<file path="src/rtl/acia_pkg.sv">
// acia_pkg: shared types and helpers for the 6551-style ACIA transmitter
package acia_pkg;
  typedef enum logic [2:0] {IDLE, START, DATA, PARITY, STOP1, STOP2, BREAK} tx_state_e;
  typedef enum logic [1:0] {Wl8, Wl7, Wl6, Wl5} word_len_e;
  typedef enum logic [1:0] {ParOdd, ParEven, ParMark, ParSpace} parity_e;
  function automatic logic [3:0] data_bits(word_len_e wl);
    return 4'd8 - {2'b00, wl};
  endfunction
endpackage

</file>
<file path="src/rtl/acia_tx.sv">
// acia_tx: double-buffered 6551-style serial transmitter (start, 5-8 data, parity, 1-2 stop)
module acia_tx
  import acia_pkg::*;
#(
  parameter int TICKS_PER_BIT = 1
) (
  input  logic       xtli,
  input  logic       reset_n,
  input  logic       tx_clk,
  input  logic [7:0] tx_data,
  input  logic       tx_load,
  input  logic [1:0] word_len,
  input  logic       stop2,
  input  logic       parity_en,
  input  logic [1:0] parity_mode,
  input  logic       brk,
  input  logic       cts_n,
  output logic       txd,
  output logic       tdre,
  output logic       tx_busy
);
  localparam int PW = TICKS_PER_BIT > 1 ? $clog2(TICKS_PER_BIT) : 1;
  localparam logic [PW-1:0] PRE_MAX = PW'(TICKS_PER_BIT - 1);
  tx_state_e state, state_d;
  logic tx_clk_q, tx_edge, tick, xfer, frame_end, last_stop;
  logic [PW-1:0] pre;
  logic [7:0] tdr, sh, sh_d, masked;
  logic [2:0] cnt, cnt_d;
  logic [3:0] nbits;
  logic par_en_q, par_q, par_new, two_stop_q, two_stop_d, txd_d;
  parity_e pm;
  assign tx_edge = tx_clk & ~tx_clk_q;
  assign tick = tx_edge & (pre == PRE_MAX);
  assign tx_busy = state != IDLE;
  assign masked = tdr & (8'hFF >> word_len);
  assign pm = parity_e'(parity_mode);
  assign par_new = pm == ParMark ? 1'b1 : pm == ParSpace ? 1'b0 : pm == ParEven ? ^masked : ~^masked;
  assign last_stop = state == STOP2 || (state == STOP1 && !two_stop_q);
  assign frame_end = state == IDLE || last_stop;
  always_comb begin
    state_d = state;
    sh_d = sh;
    cnt_d = cnt;
    xfer = 1'b0;
    two_stop_d = two_stop_q;
    if (tick) begin
      if (frame_end && brk) begin
        state_d = BREAK;
        two_stop_d = 1'b0;
      end else if (frame_end && !tdre && !cts_n) begin
        state_d = START;
        sh_d = tdr;
        xfer = 1'b1;
        two_stop_d = stop2 & ~(word_len_e'(word_len) == Wl8 & parity_en);
      end else if (last_stop) begin
        state_d = IDLE;
      end else begin
        case (state)
          START: begin
            state_d = DATA;
            cnt_d = '0;
          end
          DATA:
            if ({1'b0, cnt} == nbits - 4'd1) state_d = par_en_q ? PARITY : STOP1;
            else begin
              sh_d = sh >> 1;
              cnt_d = cnt + 3'd1;
            end
          PARITY: state_d = STOP1;
          STOP1: state_d = STOP2;
          BREAK: state_d = brk ? BREAK : STOP1;
          default: state_d = state;
        endcase
      end
    end
    txd_d = state_d == DATA ? sh_d[0] : state_d == PARITY ? par_q :
            !(state_d == START || state_d == BREAK);
  end
  always_ff @(posedge xtli or negedge reset_n)
    if (!reset_n) begin
      state <= IDLE;
      tx_clk_q <= 1'b0;
      pre <= '0;
      tdr <= '0;
      sh <= '0;
      cnt <= '0;
      nbits <= '0;
      par_en_q <= 1'b0;
      par_q <= 1'b0;
      two_stop_q <= 1'b0;
      txd <= 1'b1;
      tdre <= 1'b1;
    end else begin
      tx_clk_q <= tx_clk;
      if (tx_edge) pre <= pre == PRE_MAX ? '0 : pre + 1'b1;
      state <= state_d;
      sh <= sh_d;
      cnt <= cnt_d;
      txd <= txd_d;
      two_stop_q <= two_stop_d;
      // a load coinciding with a transfer wins: shifter took the old TDR, new data stays pending
      if (tx_load) begin
        tdr <= tx_data;
        tdre <= 1'b0;
      end else if (xfer) tdre <= 1'b1;
      if (xfer) begin
        nbits <= data_bits(word_len_e'(word_len));
        par_en_q <= parity_en;
        par_q <= par_new;
      end
    end
endmodule

</file>
<file path="config.mk">
export PLATFORM = sky130hd
export DESIGN_NAME = acia_tx
export DESIGN_NICKNAME = d
export VERILOG_FILES = /design/src/rtl/acia_pkg.sv /design/src/rtl/acia_tx.sv
export SDC_FILE = /design/constraint.sdc
export NUM_CORES = 1
export LEC_CHECK = 0
export BUFFER_PORTS_ARGS = -buffer_cell sky130_fd_sc_hd__buf_2
export CAP_MARGIN = 15
export CORE_MARGIN = 10
export CORE_UTILIZATION = 50
export DETAILED_ROUTE_END_ITERATION = 16
export GPL_TIMING_DRIVEN = 1
export PLACE_DENSITY = 0.76
export REMOVE_ABC_BUFFERS = 1
export SKIP_LAST_GASP = 1
export SLEW_MARGIN = 15
export SYNTH_ARGS = -nofsm -noshare
export SYNTH_HDL_FRONTEND = slang
export SYNTH_SLANG_ARGS = --single-unit
export TNS_END_PERCENT = 30
</file>
<file path="constraint.sdc">
create_clock -name xtli -period 6 [get_ports xtli]
set_clock_uncertainty 0.05 [all_clocks]
set_input_delay 0.6 -clock xtli [delete_from_list [all_inputs] [get_ports xtli]]
set_output_delay 0.6 -clock xtli [all_outputs]
set_load 0.005 [all_outputs]
</file>
-- Yosys cells after proc, flatten, opt, wreduce, memory -nomap -nowiden
Index checks and enable logic that the tools add are counted.
- register bits: 33
- output and inout bits: 3
- logic and storage cells: 98
- add/sub/neg operators: 4
- equal/unequal tests: 17
- shifts and indexed selects: 1
- multiplexer cells: 29
- bitwise operators: 11
- reduce and logical (&&, ||, !) cells: 23
- operator list (kind ; number):
    two-way mux 8 bit ; 4
    two-way mux 3 bit ; 7
    two-way mux 1 bit ; 15
    one-hot mux 3 bit (5 select lines) ; 1
    equality test 3 x 2 -> 1 bit, second input constant ; 4
    equality test 3 bit, second input constant ; 4
    AND 8 bit ; 1
    nonzero test 2 bit ; 4
    XNOR reduction 8 bit ; 1
    parity 8 bit ; 1
    right shift 8 x 2 -> 8 bit, first input constant ; 1
    equality test 3 x 1 -> 1 bit, second input constant ; 2
    inverter 1 bit ; 6
    one-hot mux 3 bit (2 select lines) ; 1
    AND reduction 6 bit ; 1
    AND reduction 5 bit ; 1
    AND 1 bit ; 4
    equality test 2 bit, second input constant ; 2
    equality test 3 x 4 -> 1 bit ; 1
    logical AND 1 bit ; 4
    zero test 1 bit ; 4
    inequality test 2 bit, second input constant ; 2
    subtractor 4 x 1 -> 4 bit, second input constant ; 1
    subtractor 4 x 2 -> 4 bit, first input constant ; 1
    10 further kinds ; 12

-- Logic depth before layout (Yosys ltp)
- depth after elaboration: 14
- depth in mapped cells: 10

-- Worst setup path after synthesis
OpenSTA, ideal clock, no wires.
- path kind: reg2reg
- start: register nbits[0]
- end: register txd
- library setup time: 0.068 ns
- data arrival time: 2.001 ns
- slack: 3.881 ns
- cell stages (with the launch flop): 11
- path buffers: 1
- path through: dfrtp_1 -> inv_1 -> ha_1 -> xor2_2 -> and3b_1 -> o31ai_2 -> buf_6 -> and4b_1 -> a221oi_2 -> o211a_1 -> a21oi_2
- word-level cells in the longest chain between the ends: 13
- elaborated cells on any way between the ends: 22
- ends and longest elaborated chain (item ; line ; text):
    from (decl) ; acia_tx.sv:29 ; logic [3:0] nbits;
    from (signal assigned) ; acia_tx.sv:107 ; nbits <= data_bits(word_len_e'(word_len));
    subtractor 4 x 1 -> 4 bit * ; acia_tx.sv:64 ; if ({1'b0, cnt} == nbits - 4'd1) state_d = par_en_q ? PARITY : STOP1;
    equality test 3 x 4 -> 1 bit * ; acia_tx.sv:64 ;
    two-way mux 3 bit ; acia_tx.sv:64 ;
    one-hot mux 3 bit (5 select lines) ; acia_tx.sv:58 ; case (state)
    two-way mux 3 bit ; acia_tx.sv:55 ; end else if (last_stop) begin
    two-way mux 3 bit ; acia_tx.sv:50 ; end else if (frame_end && !tdre && !cts_n) begin
    two-way mux 3 bit ; acia_tx.sv:47 ; if (frame_end && brk) begin
    two-way mux 3 bit ; acia_tx.sv:46 ; if (tick) begin
    equality test 3 x 1 -> 1 bit / equality test 3 bit (equally long branches) ; acia_tx.sv:77 ; !(state_d == START || state_d == BREAK);
    logical OR 1 bit ; acia_tx.sv:77 ;
    zero test 1 bit ; acia_tx.sv:77 ;
    two-way mux 1 bit ; acia_tx.sv:76 ; txd_d = state_d == DATA ? sh_d[0] : state_d == PARITY ? par_q :
    two-way mux 1 bit * ; acia_tx.sv:76 ;
    via txd_d ; acia_tx.sv:30 ; logic par_en_q, par_q, par_new, two_stop_q, two_stop_d, txd_d;
    to (signal assigned) ; acia_tx.sv:99 ; txd <= txd_d;
    to (decl) ; acia_tx.sv:18 ; output logic txd,
The timed path passes the listed nets; every way through them passes the cells marked *. The select of a mux whose other input is x is not followed.
A chain may end at the register's enable or synchronous reset.

-- Worst setup path in the final report
Same ends and word-level chain as after synthesis.

==> impl_metrics.yaml <==
place:
  dp.final_hpwl_mm: 2.89
  place_congestion: 0.876
  placed_cells_incl_taps: 230
  placed_cell_area_um2: 1860
  port_buffers: 22
global_routing:
  grt_first_pass_wirelength_mm: 6.64
  grt_pass1_vias: 1482
  grtUsageTotal: 0.130
  grt_antenna_before_repair: 0
  globalRoute.totalOverflow: 0
  maximum_number_of_pins_on_one_net_before_global_route_repair: 33
layout:
  layout.cells.most_common: "dfrtp_1"
  antennaDiodeCount: 0
  final_layout_size_suffix_gt1_frac: 0.286
  layout_area_overhead_pct: 12.5
  design_area_um2: 1920
  final-instance-count-excl-fill: 238
  finalNetCount: 215
  most-common-layout-cells: "dfrtp_1 (30), nand2_1 (24), buf_2 (22)"
floorplanning:
  ios: 23
  core-area_um2: 3310
  die_height_um: 78.5
  start_util: 0.516
  placement_rows: 21
  die_x_um: 78.5
  dieArea_um2: 6160
sta:
  setup-violations-final: 0
  fin_tns_setup_ns: 0
  max_freq_ghz: 0.336
  final_min_period_over_clock_period: 0.496
  grt_setup_unrepaired: "no"
  timing_hold_violations_final: 0
  min_hold_slack_ns: 0.254
  finalWorstPathRequiredPeriod_ns: 2.98
  worst_rel_slew_slack: 0.474
  tightestPinTransition_ns: 0.784
  finalMaxSlewViolations: 0
routing:
  dr_vias: 1315
  detailedRoute.firstIterationViolations: 106
  drt-vias-per-instance: 5.53
  detail-route-antenna-nets: 0
  wire_length_per_cell_after_detailed_routing_um: 15.7
  post-route-drc-count: 0
  drt_pass1_iterations: 4
  routed_wl_mm: 3.74
synthesis:
  synth-edff-count: 0
  netlist_instances: 165
  synth_area_leaders: "dfrtp_1 (44%), mux2_2 (6.6%), nand2_1 (5.3%)"
  synth_top_flop_cell: "dfrtp_1"
  ys.warnings.count: 0
  synth_sequential_area_ratio: 0.470
  post_synth.cell_area_avg_um2: 10.4
  synth-async-reset-ratio: 1.00
  yosys_register_bits: 32
  ys_types: 47
  syn_area_um2: 1710
  netlist.area_leader.share: 0.439
  yosysTopAreaCell: "dfrtp_1"
clocking:
  clock_insertion_delay_worst_skew_ns: 0.33
  number_of_h_tree_levels: 2
  postCtsHoldBufs: 0
  tritoncts_num_sinks: 32
  numCtsBuffers: 5
  cts_tree: "done"
  cts_repair_resize_count: 0
  clkTransAtPathRegs_ns: 0.10
  post-cts-setup-buffer-count: 0
  cts_buffer_depth: 2
  cts_root_buf: "clkbuf_4"
run:
  maxCapViolCount: 0
critical_path:
  crit_fanout: 14
  crit_path_top_delay_cell: "o31ai_2"
  worstSetupEndpointType: "register"
  crit_buf_inv: 1
  critPathKind: "reg2reg"
  critPathTopFamily: "compound AO/OA/AOI/OAI gates"
  worst_setup_path_start_kind: "register"
  cpPeakStageDelay_ns: 0.68
  worstPathRequired_ns: 6.21
  arrival_time_at_the_worst_endpoint_ns: 3.19
  cells_along_the_critical_path: "inv_1, ha_1, xor2_2, and3b_1, o31ai_2, o21ai_1, a221oi_2, o211a_1, a21oi_2"
hold_path:
  class_of_the_tightest_hold_or_removal_check: "in2async"
power:
  vdd.ir_drop.worst_mv: 0.193
  p_leak_uw: 0.000870
  power.density_nw_per_um2: 406
  final_power_uw: 781
run_status:
  run_status: "finished clean"
==> path summary, 6_finish.rpt <==
path                          start        to  slack, ns  depth (start not counted)
setup / recovery           nbits[0]       txd       3.02                          9
hold / removal              reset_n  nbits[2]       0.25                          1
setup reg to reg           nbits[0]       txd       3.02                          9
hold reg to reg               sh[1]     sh[1]       0.45                          2
max in group asynchronous   reset_n    tdr[6]       5.18                          1
min in group xtli            tx_clk  tx_clk_q       0.35                          1
==> worst register-to-register path: stages (launching register included) <==
cell and delay, ns:
dfrtp_1 0.40, inv_1 0.10, ha_1 0.23, xor2_2 0.18, and3b_1 0.22, o31ai_2 0.68
o21ai_1 0.46, a221oi_2 0.37, o211a_1 0.18, a21oi_2 0.03
==> cells in the mapped netlist (2+ instances only) <==
| cell | number |
|---|---|
| dfrtp_1 | 30 |
| nand2_1 | 24 |
| o21ai_0 | 13 |
| mux2_2 | 10 |
| inv_1 | 8 |
| nor2_1 | 8 |
| xnor2_1 | 8 |
| a22oi_1 | 6 |
| a21oi_1 | 4 |
| ha_1 | 4 |
| buf_2 | 3 |
| nand3_1 | 3 |
| nor2b_1 | 3 |
| nor3_1 | 3 |
| xor2_1 | 3 |
| a31oi_1 | 2 |
| dfstp_2 | 2 |
| nand2b_1 | 2 |
==> area by class of cell <==
| cell class | count | area, um2 |
|---|---|---|
| Fill cell | 307 | 1390 |
| Multi-Input combinational cell | 120 | 846 |
| Sequential cell | 32 | 803 |
| Timing Repair Buffer | 24 | 125 |
| Tap cell | 46 | 57.6 |
| Clock buffer | 6 | 51.3 |
| Inverter | 8 | 30.0 |
| Clock inverter | 2 | 10.0 |
==> registers in the layout (all words and copies together), names as in the netlist, 3 cells and up <==
signal,count
state,3
tdr,8
nbits,4
sh,8
cnt,3
==> where the power goes <==
part	switching, uW	internal (uW)	leakage, uW
logic	172	128	0.000441
registers	66.0	286	0.000391
clock network	72.3	55.7	0.0000380
==> per-stage QoR <==
step / util / setup WS, ns
2_1_floorplan: - / 3.47
3_3_place_gp: 0.562 / 3.20
3_5_place_dp: 0.562 / 3.07
4_1_cts: 0.581 / 3.05
5_1_grt: 0.581 / 2.81
6_report: 0.581 / 3.02
==> routing by layer <==
metal	global-route usage	share of wire	vias to the layer above
met2	0.229	0.52	33
met5	0	0	-
met3	0.0490	0.056	4
li1	-	-	633
met1	0.142	0.41	645
met4	0.0394	0.011	0
==> kinds of logic after synthesis <==
logic type | Yosys count | share of synthesized area
mux | 11 | 0.0725
simple gates | 53 | 0.159
buf+inv | 13 | 0.0351
flops | 32 | 0.470
compound gates | 40 | 0.168
xor+xnor | 12 | 0.0659
fa+ha+maj | 4 | 0.0293
(Power assumes the default switching activity.)
